### config.mk
export PLATFORM = sky130hd
export DESIGN_NAME = vga_sync_monitor_flat
export DESIGN_NICKNAME = d
export VERILOG_FILES = /design/src/rtl/vga_sync_monitor_if.sv /design/src/rtl/vga_sync_monitor.sv /design/src/flat_wrapper.sv
export SDC_FILE = /design/constraint.sdc
export NUM_CORES = 1
export LEC_CHECK = 0
export CORE_AREA = 2 2 102 114
export CTS_CLUSTER_SIZE = 20
export DETAILED_ROUTE_END_ITERATION = 8
export DIE_AREA = 0 0 104 116
export PLACE_DENSITY_LB_ADDON = 0.2
export SLEW_MARGIN = 20
export SYNTH_ARGS = -nofsm -noshare
export SYNTH_HDL_FRONTEND = slang
export SYNTH_SLANG_ARGS = --single-unit
### constraint.sdc
create_clock -name clk -period 6.7 [get_ports clk]
set_clock_uncertainty 0.15 [all_clocks]
set_input_delay 1.34 -clock clk [delete_from_list [all_inputs] [get_ports clk]]
set_output_delay 1.34 -clock clk [all_outputs]
set_load 0.01 [all_outputs]
### src/rtl/vga_sync_monitor_if.sv
// Bundle of the sync/colour stream under test and the monitor's results.
// The source side (pong top or bench) uses master; the monitor uses slave.
interface vga_sync_monitor_if;
  logic        p_tick;
  logic        hsync;
  logic        vsync;
  logic [11:0] rgb;
  logic [9:0]  x;
  logic [9:0]  y;
  logic        video_on;
  logic        locked;
  logic        h_err;
  logic        v_err;
  logic        frame_done;
  logic [15:0] frame_sig;
  logic [15:0] frame_count;

  modport master (
    output p_tick, hsync, vsync, rgb,
    input  x, y, video_on, locked, h_err, v_err, frame_done, frame_sig, frame_count
  );

  modport slave (
    input  p_tick, hsync, vsync, rgb,
    output x, y, video_on, locked, h_err, v_err, frame_done, frame_sig, frame_count
  );
endinterface

### src/rtl/vga_sync_monitor.sv
// Recovers pixel position from hsync/vsync edges, locks onto the frame timing and
// signs the active-area RGB per frame. VGA_MON_PIXEL_PROBE_EN adds a one-pixel colour probe.
module vga_sync_monitor #(
  parameter int H_DISPLAY        = 640,
  parameter int H_FRONT          = 16,
  parameter int H_SYNC           = 96,
  parameter int H_BACK           = 48,
  parameter int V_DISPLAY        = 480,
  parameter int V_FRONT          = 10,
  parameter int V_SYNC           = 2,
  parameter int V_BACK           = 33,
  parameter int SYNC_ACTIVE_HIGH = 1,
  parameter int RGB_DELAY        = 1,
  parameter int LOCK_FRAMES      = 2
) (
  input  logic        clk,
  input  logic        reset,
`ifdef VGA_MON_PIXEL_PROBE_EN
  input  logic [9:0]  probe_x,
  input  logic [9:0]  probe_y,
  output logic [11:0] probe_rgb,
`endif
  vga_sync_monitor_if.slave bus
);
  localparam int H_TOTAL = H_DISPLAY + H_FRONT + H_SYNC + H_BACK;
  localparam int V_TOTAL = V_DISPLAY + V_FRONT + V_SYNC + V_BACK;
  localparam logic [9:0] H_MAX     = 10'(H_TOTAL - 1);
  localparam logic [9:0] V_MAX     = 10'(V_TOTAL - 1);
  localparam logic [9:0] H_LOAD    = 10'(H_DISPLAY + H_FRONT);
  localparam logic [9:0] V_LOAD    = 10'(V_DISPLAY + V_FRONT);
  localparam logic [9:0] H_ACT     = 10'(H_DISPLAY);
  localparam logic [9:0] V_ACT     = 10'(V_DISPLAY);
  localparam logic [7:0] GOOD_LOCK = 8'(LOCK_FRAMES - 1);

  typedef enum logic [1:0] {SEARCH, ACQUIRE, LOCKED} state_t;

  state_t      state_reg, state_next;
  logic [7:0]  good_reg, good_next, good_inc;
  logic        hs_prev_reg, vs_prev_reg;
  logic        hs_act, vs_act, hs_edge, vs_edge;
  logic [9:0]  h_cnt_reg, v_cnt_reg, h_inc, h_next, v_inc, v_next;
  logic        h_wrap, h_mis, v_mis, mis_any;
  logic        bad_reg, h_err_reg, v_err_reg, frame_done_reg;
  logic [15:0] acc_reg, frame_sig_reg, frame_count_reg;
  logic [19:0] pos_now, dly_pos;
  logic        dly_active, sig_en, frame_end, locked;

  // Horizontal step is resolved first so the vertical check sees the post-wrap line count.
  always_comb begin
    hs_act    = (SYNC_ACTIVE_HIGH != 0) ? bus.hsync : ~bus.hsync;
    vs_act    = (SYNC_ACTIVE_HIGH != 0) ? bus.vsync : ~bus.vsync;
    hs_edge   = bus.p_tick & hs_act & ~hs_prev_reg;
    vs_edge   = bus.p_tick & vs_act & ~vs_prev_reg;
    h_inc     = (h_cnt_reg == H_MAX) ? 10'd0 : h_cnt_reg + 10'd1;
    h_wrap    = (h_cnt_reg == H_MAX) & ~hs_edge;
    h_next    = hs_edge ? H_LOAD : h_inc;
    h_mis     = hs_edge & (h_inc != H_LOAD);
    v_inc     = h_wrap ? ((v_cnt_reg == V_MAX) ? 10'd0 : v_cnt_reg + 10'd1) : v_cnt_reg;
    v_next    = vs_edge ? V_LOAD : v_inc;
    v_mis     = vs_edge & (v_inc != V_LOAD);
    mis_any   = h_mis | v_mis;
    good_inc  = good_reg + 8'd1;
    pos_now   = {v_next, h_next};
    dly_active = (dly_pos[9:0] < H_ACT) && (dly_pos[19:10] < V_ACT);
    sig_en    = (state_reg == LOCKED) & dly_active;
    frame_end = (state_reg == LOCKED) & vs_edge & ~mis_any;
  end

  // Position delay line so the signature sees the pixel that the lagging rgb belongs to.
  generate
    if (RGB_DELAY == 0) begin : g_no_delay
      assign dly_pos = pos_now;
    end else begin : g_delay
      logic [19:0] pipe_reg [RGB_DELAY];
      always_ff @(posedge clk) begin
        if (reset) begin
          for (int i = 0; i < RGB_DELAY; i++) pipe_reg[i] <= '0;
        end else if (bus.p_tick) begin
          pipe_reg[0] <= pos_now;
          for (int i = 1; i < RGB_DELAY; i++) pipe_reg[i] <= pipe_reg[i-1];
        end
      end
      assign dly_pos = pipe_reg[RGB_DELAY-1];
    end
  endgenerate

  always_ff @(posedge clk) begin
    if (reset) begin
      state_reg <= SEARCH;
      good_reg  <= '0;
    end else if (bus.p_tick) begin
      state_reg <= state_next;
      good_reg  <= good_next;
    end
  end

  always_comb begin
    state_next = state_reg;
    good_next  = good_reg;
    case (state_reg)
      SEARCH: begin
        if (vs_edge) begin
          state_next = ACQUIRE;
          good_next  = '0;
        end
      end
      ACQUIRE: begin
        if (mis_any) begin
          good_next = '0;
        end else if (vs_edge) begin
          if (bad_reg) begin
            good_next = '0;
          end else begin
            good_next = good_inc;
            if (good_inc >= GOOD_LOCK) state_next = LOCKED;
          end
        end
      end
      LOCKED: begin
        if (mis_any) state_next = SEARCH;
      end
      default: state_next = SEARCH;
    endcase
  end

  always_comb begin
    locked          = (state_reg == LOCKED);
    bus.locked      = locked;
    bus.x           = locked ? h_cnt_reg : 10'd0;
    bus.y           = locked ? v_cnt_reg : 10'd0;
    bus.video_on    = locked && (h_cnt_reg < H_ACT) && (v_cnt_reg < V_ACT);
    bus.h_err       = h_err_reg;
    bus.v_err       = v_err_reg;
    bus.frame_done  = frame_done_reg;
    bus.frame_sig   = frame_sig_reg;
    bus.frame_count = frame_count_reg;
  end

  always_ff @(posedge clk) begin
    if (reset) begin
      hs_prev_reg     <= 1'b0;
      vs_prev_reg     <= 1'b0;
      h_cnt_reg       <= '0;
      v_cnt_reg       <= '0;
      bad_reg         <= 1'b0;
      h_err_reg       <= 1'b0;
      v_err_reg       <= 1'b0;
      acc_reg         <= '0;
      frame_sig_reg   <= '0;
      frame_count_reg <= '0;
      frame_done_reg  <= 1'b0;
    end else begin
      frame_done_reg <= 1'b0;
      if (bus.p_tick) begin
        hs_prev_reg <= hs_act;
        vs_prev_reg <= vs_act;
        h_cnt_reg   <= h_next;
        v_cnt_reg   <= v_next;
        if ((state_reg != SEARCH) && h_mis) h_err_reg <= 1'b1;
        if ((state_reg != SEARCH) && v_mis) v_err_reg <= 1'b1;
        // Remembers a bad line since the last vsync edge, so ACQUIRE does not count that frame.
        bad_reg <= vs_edge ? 1'b0 : (bad_reg | h_mis);
        if (frame_end) begin
          frame_sig_reg   <= acc_reg;
          acc_reg         <= '0;
          frame_done_reg  <= 1'b1;
          frame_count_reg <= frame_count_reg + 16'd1;
        end else if (state_reg != LOCKED) begin
          acc_reg <= '0;
        end else if (sig_en) begin
          acc_reg <= {acc_reg[14:0], acc_reg[15]} ^ {4'h0, bus.rgb};
        end
      end
    end
  end

`ifdef VGA_MON_PIXEL_PROBE_EN
  logic [11:0] probe_rgb_reg;
  always_ff @(posedge clk) begin
    if (reset) begin
      probe_rgb_reg <= '0;
    end else if (bus.p_tick && locked && (dly_pos[9:0] == probe_x) && (dly_pos[19:10] == probe_y)) begin
      probe_rgb_reg <= bus.rgb;
    end
  end
  assign probe_rgb = probe_rgb_reg;
`endif
endmodule

### src/flat_wrapper.sv
// flat-port wrapper written by rule: the top's interface ports become plain ports
module vga_sync_monitor_flat 
#(
  parameter int H_DISPLAY        = 640,
  parameter int H_FRONT          = 16,
  parameter int H_SYNC           = 96,
  parameter int H_BACK           = 48,
  parameter int V_DISPLAY        = 480,
  parameter int V_FRONT          = 10,
  parameter int V_SYNC           = 2,
  parameter int V_BACK           = 33,
  parameter int SYNC_ACTIVE_HIGH = 1,
  parameter int RGB_DELAY        = 1,
  parameter int LOCK_FRAMES      = 2
)
  (clk, reset, bus_p_tick, bus_hsync, bus_vsync, bus_rgb, bus_x, bus_y, bus_video_on, bus_locked, bus_h_err, bus_v_err, bus_frame_done, bus_frame_sig, bus_frame_count);
  vga_sync_monitor_if bus_i ();
  input  logic clk;
  input  logic reset;
  input wire logic [$bits(bus_i.p_tick)-1:0] bus_p_tick;
  input wire logic [$bits(bus_i.hsync)-1:0] bus_hsync;
  input wire logic [$bits(bus_i.vsync)-1:0] bus_vsync;
  input wire logic [$bits(bus_i.rgb)-1:0] bus_rgb;
  output wire logic [$bits(bus_i.x)-1:0] bus_x;
  output wire logic [$bits(bus_i.y)-1:0] bus_y;
  output wire logic [$bits(bus_i.video_on)-1:0] bus_video_on;
  output wire logic [$bits(bus_i.locked)-1:0] bus_locked;
  output wire logic [$bits(bus_i.h_err)-1:0] bus_h_err;
  output wire logic [$bits(bus_i.v_err)-1:0] bus_v_err;
  output wire logic [$bits(bus_i.frame_done)-1:0] bus_frame_done;
  output wire logic [$bits(bus_i.frame_sig)-1:0] bus_frame_sig;
  output wire logic [$bits(bus_i.frame_count)-1:0] bus_frame_count;
  assign bus_i.p_tick = bus_p_tick;
  assign bus_i.hsync = bus_hsync;
  assign bus_i.vsync = bus_vsync;
  assign bus_i.rgb = bus_rgb;
  assign bus_x = bus_i.x;
  assign bus_y = bus_i.y;
  assign bus_video_on = bus_i.video_on;
  assign bus_locked = bus_i.locked;
  assign bus_h_err = bus_i.h_err;
  assign bus_v_err = bus_i.v_err;
  assign bus_frame_done = bus_i.frame_done;
  assign bus_frame_sig = bus_i.frame_sig;
  assign bus_frame_count = bus_i.frame_count;
  vga_sync_monitor #(.H_DISPLAY(H_DISPLAY), .H_FRONT(H_FRONT), .H_SYNC(H_SYNC), .H_BACK(H_BACK), .V_DISPLAY(V_DISPLAY), .V_FRONT(V_FRONT), .V_SYNC(V_SYNC), .V_BACK(V_BACK), .SYNC_ACTIVE_HIGH(SYNC_ACTIVE_HIGH), .RGB_DELAY(RGB_DELAY), .LOCK_FRAMES(LOCK_FRAMES)) u_core (.clk(clk), .reset(reset), .bus(bus_i));
endmodule
-- Word-level counts from Yosys, hierarchy flattened
Memory sizes are Yosys's and may differ from the RTL's.
Index checks and enable logic that the tools add are counted.
- memory bits (writable): 20
- memories kept: 1
- input bits: 17
- flip-flop bits (word level): 84
- output and inout port bits: 57
- logic and storage cells: 103
- muxes and demuxes: 31
- reduce and logical (&&, ||, !) cells: 17
- $add $sub $neg: 4
- equality and inequality tests: 14
- bitwise gates (word level): 18
- order comparisons: 5
- memories (memory ; words ; bits a word ; rd ports ; clocked after Yosys merged registers in ; write ports ; line ; RTL):
    u_core.g_delay.pipe_reg ; 1 ; 20 ; 1 ; 0 ; 1 ; vga_sync_monitor.sv:74 ; logic [19:0] pipe_reg [RGB_DELAY];
- operators by type and width (kind ; number):
    10-bit two-way mux ; 7
    16-bit two-way mux ; 3
    8-bit two-way mux ; 4
    10-bit by 1-bit adder with 10-bit output (second input constant) ; 2
    10-bit == test (second input constant) ; 2
    10-bit < comparator (second input constant) ; 2
    10-bit by 9-bit < comparator with 1-bit output (second input constant) ; 2
    20-bit two-way mux ; 1
    20-bit OR reduction ; 1
    16-bit by 1-bit adder with 16-bit output (second input constant) ; 1
    8-bit one-hot mux with 2 select lines ; 1
    16-bit by 12-bit XOR with 16-bit output ; 1
    2-bit two-way mux ; 6
    1-bit bitwise AND ; 10
    10-bit inequality test (second input constant) ; 1
    10-bit by 9-bit inequality test with 1-bit output (second input constant) ; 1
    8-bit by 1-bit adder with 8-bit output (second input constant) ; 1
    8-bit by 1-bit >= comparator with 1-bit output (second input constant) ; 1
    1-bit two-way mux ; 8
    2-bit by 1-bit inequality test with 1-bit output (second input constant) ; 4
    2-bit AND reduction ; 4
    7-bit AND reduction ; 1
    2-bit inequality test (second input constant) ; 3
    2-bit one-hot mux with 3 select lines ; 1
    other kinds (11) ; 21

-- Logic depth before layout (Yosys ltp)
Gate-level depths: netlist of run 1.
- depth in word-level cells: 12
- mapped depth: 13
- depth with buffers taken out: 9

-- Least setup slack after synthesis of run 1
OpenSTA, ideal clock, no wires.
- kind: input to register
- from: input bus_p_tick
- to: register u_core.frame_count_reg[12], in the netlist u_core.bus.frame_count[12]
- data arrival time: 3.707 ns
- stages on the path: 11
- setup time: 0.070 ns
- slack: 2.772 ns
- path buffers: 4
- data required time: 6.480 ns
- cells stage by stage: buf_2 nand3b_1 and4_1 buf_2 mux2i_1 nand3_1 or4_4 buf_6 buf_6 or4_1 a21oi_1
- word-level cells in the longest chain between the ends: 11
- elaborated cells on any way between the ends: 15
- those cells by class: eq/ne (1); mux (1); bitwise (12); reduce/logical (1)
- RTL lines (element ; line ; RTL):
    start, declared ; flat_wrapper.sv:20 ; input wire logic [$bits(bus_i.p_tick)-1:0] bus_p_tick;
    1-bit bitwise AND (2 in a row) ; vga_sync_monitor.sv:52 ; hs_edge = bus.p_tick & hs_act & ~hs_prev_reg;
    1-bit NOT ; vga_sync_monitor.sv:55 ; h_wrap = (h_cnt_reg == H_MAX) & ~hs_edge;
    1-bit bitwise AND ; vga_sync_monitor.sv:55 ;
    10-bit two-way mux ; vga_sync_monitor.sv:58 ; v_inc = h_wrap ? ((v_cnt_reg == V_MAX) ? 10'd0 : v_cnt_reg + 10'd1) : v_cnt_reg;
    10-bit by 9-bit inequality test with 1-bit output ; vga_sync_monitor.sv:60 ; v_mis = vs_edge & (v_inc != V_LOAD);
    1-bit bitwise AND ; vga_sync_monitor.sv:60 ;
    1-bit OR ; vga_sync_monitor.sv:61 ; mis_any = h_mis | v_mis;
    1-bit NOT ; vga_sync_monitor.sv:66 ; frame_end = (state_reg == LOCKED) & vs_edge & ~mis_any;
    1-bit bitwise AND ; vga_sync_monitor.sv:66 ;
    2-bit AND reduction (no source line) * ; - ;
    end signal, assigned ; vga_sync_monitor.sv:167 ; frame_count_reg <= frame_count_reg + 16'd1;
    end, declared ; vga_sync_monitor.sv:44 ; logic [15:0] acc_reg, frame_sig_reg, frame_count_reg;
Mark *: on every way between the ends. The rest lies on a longest branch, timed or not.
A chain may end at the register's enable or synchronous reset.

-- Worst setup path after layout of run 1
- from: input bus_p_tick
- to: register u_core.acc_reg[4]
- word-level cells in the longest chain between the ends: 12
- elaborated cells on any way between the ends: 17
- those cells by class: eq/ne (1); mux (2); bitwise (12); reduce/logical (2)
- RTL lines (element ; line ; RTL):
    1-bit bitwise AND (2 in a row) ; vga_sync_monitor.sv:52 ;
    1-bit NOT ; vga_sync_monitor.sv:55 ;
    1-bit bitwise AND ; vga_sync_monitor.sv:55 ;
    10-bit two-way mux ; vga_sync_monitor.sv:58 ;
    10-bit by 9-bit inequality test with 1-bit output ; vga_sync_monitor.sv:60 ;
    1-bit bitwise AND ; vga_sync_monitor.sv:60 ;
    1-bit OR ; vga_sync_monitor.sv:61 ;
    1-bit NOT ; vga_sync_monitor.sv:66 ;
    1-bit bitwise AND ; vga_sync_monitor.sv:66 ;
    3-bit nonzero test (no source line) ; - ;
    2-bit AND reduction (no source line) ; - ;
    end signal, assigned ; vga_sync_monitor.sv:171 ; acc_reg <= {acc_reg[14:0], acc_reg[15]} ^ {4'h0, bus.rgb};
    end, declared ; vga_sync_monitor.sv:44 ;
Several ways; a longest one is shown, not always the timed one.

==> metrics.md, run 1 <==
| Metric | Value |
|---|---|
| First-pass GRT wire length | `19300 um` |
| Sequential element share of the synthesized area | `41.1%` |
| Die H | `116 um` |
| Starting density of the core | `43.3%` |
| CTS root buffer | `clkbuf_16` |
| Sum of buffers and inverters on the critical path | `1` |
| Crit-path leading delay family | `simple AND/OR/NAND/NOR gates` |
| Fill cells | `1046` |
| GRT Util Overall | `19.3%` |
| CTS tree | `built` |
| Drt via density | `5.73` |
| Largest net degree at the start of global routing | `59` |
| Die area | `12100 sq um` |
| Leakage | `1.93 nW` |
| Yosys top cell area share | `35.9%` |
| Final #Nets | `609` |
| CP Capture Point | `u_core.acc_reg[4]` |
| Synthesized area per cell | `8.65 sq um` |
| Ys Warns | `0` |
| Fraction of layout cells with a size suffix above 1 | `4.74%` |
| Post-cts repair resize count | `0` |
| Most area-hungry cell type in the Yosys netlist | `dfxtp_1` |
| RSZ-0062 raised after global routing | `no` |
| Setup slack, reg-to-reg | `2.84 ns` |
| Most common cell after layout, fill and taps aside | `dfxtp_1` |
| Hold crit path type | `flop to flop` |
| Switching fraction of total power | `25.5%` |
| Routability Congestion | `0.911` |
| Critical path's slowest cell | `nor4_4` |
| DRT Wirelength | `11700 um` |
| Register clock-pin slew on the reported worst setup and hold paths | `0.08 ns` |
| WP data arrival | `5.01 ns` |
| Reg2Reg Depth | `8` |
| Slew Limit Fails | `0` |
| CP Capture Type | `flop` |
| Synth unique cells | `57` |
| Worst r2r dst | `u_core.acc_reg[4]` |
| PwrDens | `200 nW/um^2` |
| Sw Pwr | `0.293 mW` |
| P_int | `0.855 mW` |
| Crit path from | `bus_p_tick` |
| Synth-to-Final Area Change | `22.7%` |
| Pre-antenna DRT Iters | `5` |
| Clock share of power | `44.3%` |
| Antenna violations before repair | `0` |
| Clock buffer depth | `2` |
| Top_reg_cell synth | `dfxtp_1` |
| Number of port buffers | `73` |
| Cell count after synthesis | `541` |
| DRC | `0` |
| Tightest Pin Transition | `1.03 ns` |
| Final Power | `1.15 mW` |
| Syn_nets | `564` |
| TNS Setup | `0 ns` |
| EDFF count, synth | `8` |
| Status | `finished clean` |
| Sequential power share | `50.1%` |
| CP max FO | `19` |
| Die W | `104 um` |
| Vias | `4232` |
| Ports | `74` |
| Synthesized area | `4680 sq um` |
| Combinational fraction of design power | `5.5%` |
| Drt wl/cell | `15.8 um` |
| Critical path type | `input pin to flop` |
| Worst skew pair latency | `0.34 ns` |
| Grt ovf | `0` |
| Final min period | `4.92 ns` |
| Largest cells by area after synthesis | `dfxtp_1 (36%), a21oi_1 (5.6%), edfxtp_1 (5.1%)` |
| Max-Cap Viols | `0` |
| Slew HR | `31.2%` |
| Worst vdd ir | `0.163 mV` |
| Async SR Flop Fraction | `0%` |
| Antenna Nets Post-Route | `0` |
| Post-CTS Setup Inserts | `0` |
| Crit-path cells | `clkdlybuf4s50_1 -> nand3b_1 -> and4_1 -> mux2i_1 -> nand3_1 -> nor4_4 -> o21ai_2 -> a22o_1` |
| # setup viols final | `0` |
| H-tree depth | `3` |
| Most frequent cells in the layout | `dfxtp_1 (84), clkdlybuf4s50_1 (72), a21oi_1 (52)` |
| TritonCTS buffer count | `9` |
| Max incr delay on CP | `0.92 ns` |
| Iter 0 DRT Violations | `202` |
| Instance count on the critical path | `8` |
| Crit Reg-Reg Startpoint | `u_core.h_cnt_reg[0]` |
| Critical path required time | `6.79 ns` |
| Row cnt | `40` |
| Seq cells post-synth | `92` |
| Hold-fix buffers, CTS | `0` |
| Vias in the first global route | `3967` |
| Clock sink count | `92` |
| # diodes | `0` |
| Core area | `10800 sq um` |
| Dpl hpwl | `7850 um` |
| Tcrit/Tclk final | `73.5%` |
| Fin. Hold Viols | `0` |
| Worst setup SP type | `input pin` |
| Max Freq | `203 MHz` |
==> cell type report <==
class | instances | area (sq um) | share of cell area, %
clock buffer | 9 | 225 | 3.92
clock inverter | 7 | 76.3 | 1.33
inverter | 15 | 56.3 | 0.981
multi-input combinational | 392 | 2530 | 44.1
sequential | 92 | 1920 | 33.5
tap | 147 | 184 | 3.20
timing repair buffer | 76 | 748 | 13.0
==> per-stage QoR <==
stage	hold WS [ns]	area (sq um)	utilization, %	cells	setup WS [ns]
floorplan	0.307	4680	-	541	2.77
global placement	0.295	5440	50.3	722	1.59
detailed placement	0.301	5440	50.3	722	1.47
CTS	0.312	5740	53.1	738	1.79
global route	0.345	5740	53.1	738	1.49
finish	0.308	5740	53.1	738	1.78
==> routing by layer <==
| layer | vias to the layer above | track usage [%] | share of wire, % |
|---|---|---|---|
| li1 | 2105 | - | - |
| met1 | 2013 | 24.4 | 45 |
| met2 | 102 | 34.5 | 50 |
| met3 | 12 | 3.04 | 3.8 |
| met4 | 0 | 5.50 | 1.1 |
| met5 | - | 0 | 0 |
==> logic make-up after synthesis <==
logic type	share of synthesized area (%)
AND/OR/NAND/NOR	25.2
AO/OA/AOI/OAI	21.6
flip-flops	41.1
buffers and inverters	5.11
XOR/XNOR	4.49
adder cells (fa/ha/maj)	1.60
multiplexers	0.856
==> Yosys cell counts, drive strengths merged (3+ instances only) <==
cell / count
a21oi: 52
or4: 15
buf: 9
xnor2: 7
nand4b: 5
a22o: 17
nand3: 43
nor4: 4
a21o: 8
o21ai: 39
nand3b: 8
edfxtp: 8
o311ai: 4
ha: 6
mux2i: 4
nand2b: 12
a31oi: 5
and3: 7
nand2: 28
and3b: 3
clkbuf: 33
nand4: 10
o31ai: 19
and2: 19
xor2: 17
nor2: 16
dfxtp: 84
nor3: 11
and4: 7
inv: 14
nor3b: 3
==> power groups by stage <==
stage,sequential (mW),combinational (mW),clock (mW)
final,0.575,0.0637,0.509
after floorplan,0.581,0.0448,0
after global routing,0.577,0.0700,0.543
after global placement,0.588,0.0627,0
after CTS,0.575,0.0638,0.519
after detailed placement,0.588,0.0636,0
==> worst min path at each step <==
stage	startpoint	end	cells past startpoint
final	u_core.bus.v_err	u_core.bus.v_err	2
after global routing	u_core.bus.v_err	u_core.bus.v_err	2
after CTS	u_core.bus.v_err	u_core.bus.v_err	2
after detailed placement	u_core.bus.v_err	u_core.bus.v_err	2
after global placement	u_core.bus.v_err	u_core.bus.v_err	2
after floorplan	u_core.acc_reg[11]	u_core.bus.frame_sig[11]	2
==> worst reg2reg max path, stage by stage (launching register included) <==
cell and delay (ns):
dfxtp_1 0.44, ha_1 0.27, and4_1 0.38, and4_1 0.45
mux2i_1 0.22, nand3_1 0.18, nor4_4 0.92, o21ai_2 0.40
a22o_1 0.34
No activity file was read; power rests on OpenSTA's default activity.
==> inputs of run 2 (changes only) <==
==> constraint.sdc (replaced) <==
create_clock -name clk -period 4.24 [get_ports clk]
set_clock_uncertainty 0.15 [all_clocks]
set_input_delay 0.848 -clock clk [delete_from_list [all_inputs] [get_ports clk]]
set_output_delay 0.848 -clock clk [all_outputs]
set_load 0.01 [all_outputs]
==> run 2 against run 1 <==
  * Sequential cell count unchanged
  * Critical path depth stayed put
  * Register-to-register slack worse by 2.3 ns
  * Combinational power increased by 66%
  * Clock-buffer cell count unchanged
  * Final area increased by 1.1%
  * Non-clock buffer count is 9 higher
  * Sequential share of layout area down 0.38 points
  * Sequential power rose by 58%
  * Critical path type unchanged
  * Largest cell class unchanged
  * Largest power group unchanged
  * Highest routed layer unchanged
==> metrics.md, run 2 (synthesis gave the netlist of run 1 again) <==
| Metric | Value |
|---|---|
| Critical path type | `input pin to flop` |
| Ports | `74 (unchanged)` |
| Post-cts repair resize count | `0 (unchanged)` |
| # setup viols final | `0 (unchanged)` |
| Row cnt | `40 (unchanged)` |
| Switching fraction of total power | `25.3% (-0.24 points)` |
| Most frequent cells in the layout | `dfxtp_1 (84), clkdlybuf4s50_1 (72), a21oi_1 (52)` |
| P_int | `1.36 mW (+59%)` |
| WP data arrival | `3.80 ns (-1.21 ns)` |
| Die area | `12100 sq um (unchanged)` |
| Fin. Hold Viols | `0 (unchanged)` |
| DRC | `0 (unchanged)` |
| Die W | `104 um (unchanged)` |
| # diodes | `0 (unchanged)` |
| GRT Util Overall | `19.6% (+0.30 points)` |
| Largest net degree at the start of global routing | `57 (-3.4%)` |
| Fraction of layout cells with a size suffix above 1 | `6.17% (+1.4 points)` |
| CP Capture Type | `flop` |
| Final Power | `1.81 mW (+58%)` |
| Clock sink count | `92 (unchanged)` |
| Slew Limit Fails | `0 (unchanged)` |
| Crit-path leading delay family | `simple AND/OR/NAND/NOR gates` |
| Worst r2r dst | `u_core.bus.frame_count[11]` |
| Max-Cap Viols | `0 (unchanged)` |
| Clock share of power | `44.1% (-0.2 points)` |
| TritonCTS buffer count | `9 (unchanged)` |
| Placed insts | `731 (+1.2%)` |
| Max incr delay on CP | `0.79 ns (-0.13 ns)` |
| Synth-to-Final Area Change | `24.1%` |
| Final min period | `3.69 ns` |
| Pre-antenna DRT Iters | `7 (+2)` |
| Critical path's slowest cell | `or4_4` |
| Worst setup SP type | `input pin` |
| Leakage | `1.97 nW (+2.2%)` |
| Number of port buffers | `73 (unchanged)` |
| Final worst slack | `0.552 ns (-1.22 ns)` |
| Drt via density | `5.77 (+0.57%)` |
| Starting density of the core | `43.3% (unchanged)` |
| CTS tree | `built` |
| Vias in the first global route | `3990 (+0.58%)` |
| Grt ovf | `0 (unchanged)` |
| Register clock-pin slew on the reported worst setup and hold paths | `0.07 ns (about the same)` |
| DRT Wirelength | `11700 um (+0.56%)` |
| H-tree depth | `3 (unchanged)` |
| Status | `finished clean` |
| Sequential power share | `50.1% (about the same)` |
| Worst Hold End | `u_core.bus.v_err` |
| Post-Place Setup Slack | `0.235 ns (-1.23 ns)` |
| Post-route insts no fill | `747 (+1.2%)` |
| Routability Congestion | `0.867 (-4.8%)` |
| RSZ-0062 raised after global routing | `no` |
| Clock buffer depth | `2 (unchanged)` |
| Crit Reg-Reg Startpoint | `u_core.h_cnt_reg[0]` |
| Sw Pwr | `0.459 mW (+57%)` |
| Most common cell after layout, fill and taps aside | `dfxtp_1` |
| Die H | `116 um (unchanged)` |
| Final Util | `53.7% (+0.60 points)` |
| Hold_sp | `u_core.bus.v_err` |
| TNS Setup | `0 ns (unchanged)` |
| Combinational fraction of design power | `5.9% (+0.4 points)` |
| Worst vdd ir | `0.243 mV (+49%)` |
| Slew HR | `54.5% (+23 points)` |
| Critical path required time | `4.36 ns (-2.43 ns)` |
| CP max FO | `48 (+29)` |
| Hold-fix buffers, CTS | `0 (unchanged)` |
| Core area | `10800 sq um (unchanged)` |
| Reg2Reg Depth | `8 (unchanged)` |
| Antenna violations before repair | `0 (unchanged)` |
| First-pass GRT wire length | `19500 um (+1.4%)` |
| Antenna Nets Post-Route | `0 (unchanged)` |
| Crit-path cells | `clkdlybuf4s50_1 -> nand3b_1 -> and4_1 -> mux2i_1 -> nand3_1 -> or4_4 -> or4_1 -> a21oi_1` |
| CTS root buffer | `clkbuf_16` |
| Final #Nets | `618 (+1.5%)` |
| Worst skew pair latency | `0.34 ns (about the same)` |
| Tightest Pin Transition | `0.682 ns (-0.350 ns)` |
| Tcrit/Tclk final | `87.0%` |
| Dpl hpwl | `8020 um (+2.2%)` |
| Cells on Worst Hold Path | `2 (unchanged)` |
| Max Freq | `271 MHz` |
| Post-CTS Setup Inserts | `0 (unchanged)` |
| Sum of buffers and inverters on the critical path | `1 (unchanged)` |
| Hold crit path type | `flop to flop` |
| PwrDens | `313 nW/um^2 (+56%)` |
| Iter 0 DRT Violations | `212 (+5.0%)` |
| Drt wl/cell | `15.7 um (-0.65%)` |
| Setup slack, reg-to-reg | `0.56 ns (-2.28 ns)` |
| Vias | `4308 (+1.8%)` |
-- run 2: final cells by class --
type / instances / area [sq um]
Timing Repair Buffer: 85 / 816
Tap cell: 147 / 184
Clock inverter: 7 / 73.8
Fill cell: 1026 / 5000
Inverter: 15 / 56.3
Sequential cell: 92 / 1920
Multi-Input combinational cell: 392 / 2530
Clock buffer: 9 / 225
-- run 2: layer usage --
| metal | up-vias | routed length, um | track usage [%] |
|---|---|---|---|
| li1 | 2124 | - | - |
| met1 | 2059 | 5300 | 24.8 |
| met2 | 110 | 5730 | 34.6 |
| met3 | 15 | 542 | 3.77 |
| met4 | 0 | 163 | 5.41 |
| met5 | - | 0 | 0 |
-- run 2: stage by stage --
step	instance area (sq um)	hold WS (ns)
floorplan	4680	0.307
global placement	5510	0.291
detailed placement	5510	0.288
CTS	5810	0.300
global route	5810	0.342
finish	5810	0.295
-- run 2: worst max-delay path by stage --
stage	start	endpoint	slack, ns	cells after the start
global route	u_core.h_cnt_reg[0]	u_core.bus.frame_count[5]	0.28	8
floorplan	bus_p_tick	u_core.bus.frame_count[12]	0.80	11
global placement	bus_hsync	u_core.bus.frame_count[13]	0.33	8
CTS	u_core.h_cnt_reg[0]	u_core.bus.frame_count[11]	0.59	8
finish	bus_hsync	u_core.bus.frame_count[11]	0.55	8
detailed placement	bus_hsync	u_core.bus.frame_count[10]	0.24	8
-- run 2: worst min-delay path: stages (launching register included) --
cell	delay, ns
dfxtp_1	0.31
inv_1	0.04
a21oi_1	0.05
-- run 2: power by group through the flow --
stage               combinational, mW  sequential [mW]  clock [mW]
floorplan                      0.0708            0.918           0
global placement                0.104            0.928           0
detailed placement              0.106            0.929           0
CTS                             0.107            0.909       0.814
global route                    0.117            0.912       0.859
finish                          0.106            0.909       0.800
==> inputs of run 3 (changes only) <==
--- a/config.mk
+++ b/config.mk
@@ -9,8 +9,10 @@
 export CTS_CLUSTER_SIZE = 20
 export DETAILED_ROUTE_END_ITERATION = 8
 export DIE_AREA = 0 0 104 116
+export GPL_TIMING_DRIVEN = 0
 export PLACE_DENSITY_LB_ADDON = 0.2
 export SLEW_MARGIN = 20
 export SYNTH_ARGS = -nofsm -noshare
 export SYNTH_HDL_FRONTEND = slang
 export SYNTH_SLANG_ARGS = --single-unit
+export TNS_END_PERCENT = 50
==> constraint.sdc (replaced) <==
create_clock -name clk -period 4.8 [get_ports clk]
set_clock_uncertainty 0.15 [all_clocks]
set_input_delay 0.96 -clock clk [delete_from_list [all_inputs] [get_ports clk]]
set_output_delay 0.96 -clock clk [all_outputs]
set_load 0.01 [all_outputs]
==> run 3 against run 2 <==
  * Cell count up 3.9%
  * Sequential share of layout area down 0.52 points
  * Combinational power down 6%
  * Clock power down 7.7%
  * Worst hold slack better by 0.025 ns
==> metrics.md, run 3 (synthesis gave the netlist of run 1 again) <==
| Metric | Value |
|---|---|
| Status | `finished clean` |
| DRC | `0 (unchanged)` |
| Drt via density | `5.64 (-2.3%)` |
| Antenna violations before repair | `0 (unchanged)` |
| Vias in the first global route | `4088 (+2.5%)` |
| Die area | `12100 sq um (unchanged)` |
| Finished Cell Area | `5900 sq um (+1.6%)` |
| Clock sink count | `92 (unchanged)` |
| Multi-input logic area | `2520 sq um (-0.45%)` |
| Largest net degree at the start of global routing | `19 (-67%)` |
| Final #Nets | `647 (+4.7%)` |
| Critical path type | `input pin to flop` |
| Crit Reg-Reg Startpoint | `u_core.h_cnt_reg[0]` |
| Tcrit/Tclk final | `86.6%` |
| Fin. Hold Viols | `0 (unchanged)` |
| Register clock-pin slew on the reported worst setup and hold paths | `0.07 ns (about the same)` |
| TritonCTS buffer count | `9 (unchanged)` |
| Vias | `4374 (+1.5%)` |
| Max-Cap Viols | `0 (unchanged)` |
| Worst skew pair latency | `0.34 ns (about the same)` |
| H-tree depth | `3 (unchanged)` |
| Fill cells | `1045 (+1.9%)` |
| Worst r2r dst | `u_core.acc_reg[4]` |
| Synth-to-Final Area Change | `26.1%` |
| Row cnt | `40 (unchanged)` |
| CTS root buffer | `clkbuf_16` |
| Hold crit path type | `flop to flop` |
| WP data arrival | `4.24 ns (+0.44 ns)` |
| DP Area | `5580 sq um (+1.4%)` |
| Pre-antenna DRT Iters | `4 (-3)` |
| Cells on Worst Hold Path | `2 (unchanged)` |
| Hold-fix buffers, CTS | `0 (unchanged)` |
| Final worst slack | `0.645 ns (+0.0924 ns)` |
| Tightest Pin Transition | `0.962 ns (+0.279 ns)` |
| Antenna Nets Post-Route | `0 (unchanged)` |
| Final Power | `1.63 mW (-10%)` |
| RSZ-0062 raised after global routing | `no` |
| Placed insts | `760 (+4.0%)` |
| Max incr delay on CP | `0.87 ns (+0.08 ns)` |
| Post-cts repair resize count | `0 (unchanged)` |
| Post-CTS Setup Inserts | `0 (unchanged)` |
| Grt ovf | `0 (unchanged)` |
| Leakage | `2.00 nW (+1.6%)` |
| Clock buffer depth | `2 (unchanged)` |
| WHS | `0.320 ns (+0.0247 ns)` |
| First-pass GRT wire length | `19900 um (+1.7%)` |
| Worst vdd ir | `0.149 mV (-39%)` |
| # setup viols final | `0 (unchanged)` |
| Worst Hold End | `u_core.bus.v_err` |
| Fraction of layout cells with a size suffix above 1 | `5.25% (-0.92 points)` |
| Slew HR | `35.4% (-19 points)` |
| CP max FO | `10 (-79%)` |
| Routability Congestion | `0.846 (-2.5%)` |
| # diodes | `0 (unchanged)` |
| GRT Util Overall | `20.2% (+0.53 points)` |
| Most common cell after layout, fill and taps aside | `dfxtp_1` |
| CTS tree | `built` |
| Ports | `74 (unchanged)` |
| Final Util | `54.6% (+0.86 points)` |
| Final min period | `4.16 ns` |
| Iter 0 DRT Violations | `235 (+11%)` |
| Worst setup SP type | `input pin` |
| Post-Place Setup Slack | `0.282 ns (+0.0467 ns)` |
| Area occupied by registers | `1920 sq um (unchanged)` |
| CP Capture Type | `flop` |
| DRT Wirelength | `12100 um (+3.4%)` |
| Reg2Reg Depth | `10 (+2)` |
| PwrDens | `277 nW/um^2 (-11%)` |
| Max Freq | `241 MHz` |
| Critical path's slowest cell | `nor4_2` |
| Most frequent cells in the layout | `dfxtp_1 (84), clkdlybuf4s50_1 (72), a21oi_1 (52)` |
| Dpl hpwl | `8840 um (+10%)` |
| Die H | `116 um (unchanged)` |
| Hold_sp | `u_core.bus.v_err` |
| Setup slack, reg-to-reg | `0.94 ns (+0.38 ns)` |
| Drt wl/cell | `15.6 um (-0.51%)` |
| Slew Limit Fails | `0 (unchanged)` |
| Crit-path cells | `clkdlybuf4s50_1 -> nand3b_1 -> nand4_1 -> o21ai_0 -> nand3_1 -> nor4_2 -> o21ai_2 -> clkbuf_1 -> a22o_1` |
| Critical path required time | `4.88 ns (+0.52 ns)` |
| TNS Setup | `0 ns (unchanged)` |
| Die W | `104 um (unchanged)` |
| Starting density of the core | `43.3% (unchanged)` |
| Number of port buffers | `72 (-1.4%)` |
| Post-route insts no fill | `776 (+3.9%)` |
| Core area | `10800 sq um (unchanged)` |
run 3: cell types whose count changed in the layout (fill, tap and decap cells not counted), moves of 2 or more:
cell / before / now
inv_8: 5 / 0
inv_6: 0 / 5
clkinv_4: 2 / 0
clkbuf_1: 0 / 32
buf_4: 12 / 0
buf_6: 0 / 2
buf_2: 1 / 7
run 3: final cells by class:
type / count / share of cell area, %
plain buffers: 42 / 3.10
clock inverters: 7 / 1.53
repair buffers: 72 / 12.2
well taps: 147 / 3.12
multi-input cells: 392 / 42.7
inverters: 15 / 0.954
clock buffers: 9 / 3.82
flip-flops and latches: 92 / 32.6
run 3: worst max-delay path by stage:
stage                from                    endpoint  slack, ns  cells after the start
6_report        bus_hsync           u_core.acc_reg[4]       0.64                      9
4_1_cts         bus_hsync           u_core.acc_reg[4]       0.64                      9
2_1_floorplan  bus_p_tick  u_core.bus.frame_count[12]       1.25                     11
3_3_place_gp    bus_hsync           u_core.acc_reg[4]       0.32                      9
5_1_grt         bus_hsync          u_core.acc_reg[10]       0.45                     10
3_5_place_dp    bus_hsync           u_core.acc_reg[6]       0.28                     10
run 3: worst max-delay path: cells and delay by family:
kind                   cells  cell delay (ns)
and+or+nand+nor            4             1.71
AOI/OAI and AO/OA          3             0.82
buffers and inverters      2             0.75
run 3: where the power goes:
part / internal, mW / switching [mW]
sequential: 0.787 / 0.00918
clock: 0.417 / 0.320
combinational: 0.0386 / 0.0614
total: 1.24 / 0.391
run 3: metal layers:
| metal | share of wire (%) | track usage, % |
|---|---|---|
| met1 | 46 | 26.0 |
| met2 | 48 | 34.3 |
| met3 | 4.7 | 3.71 |
| met4 | 1.1 | 6.76 |
| met5 | 0 | 0 |
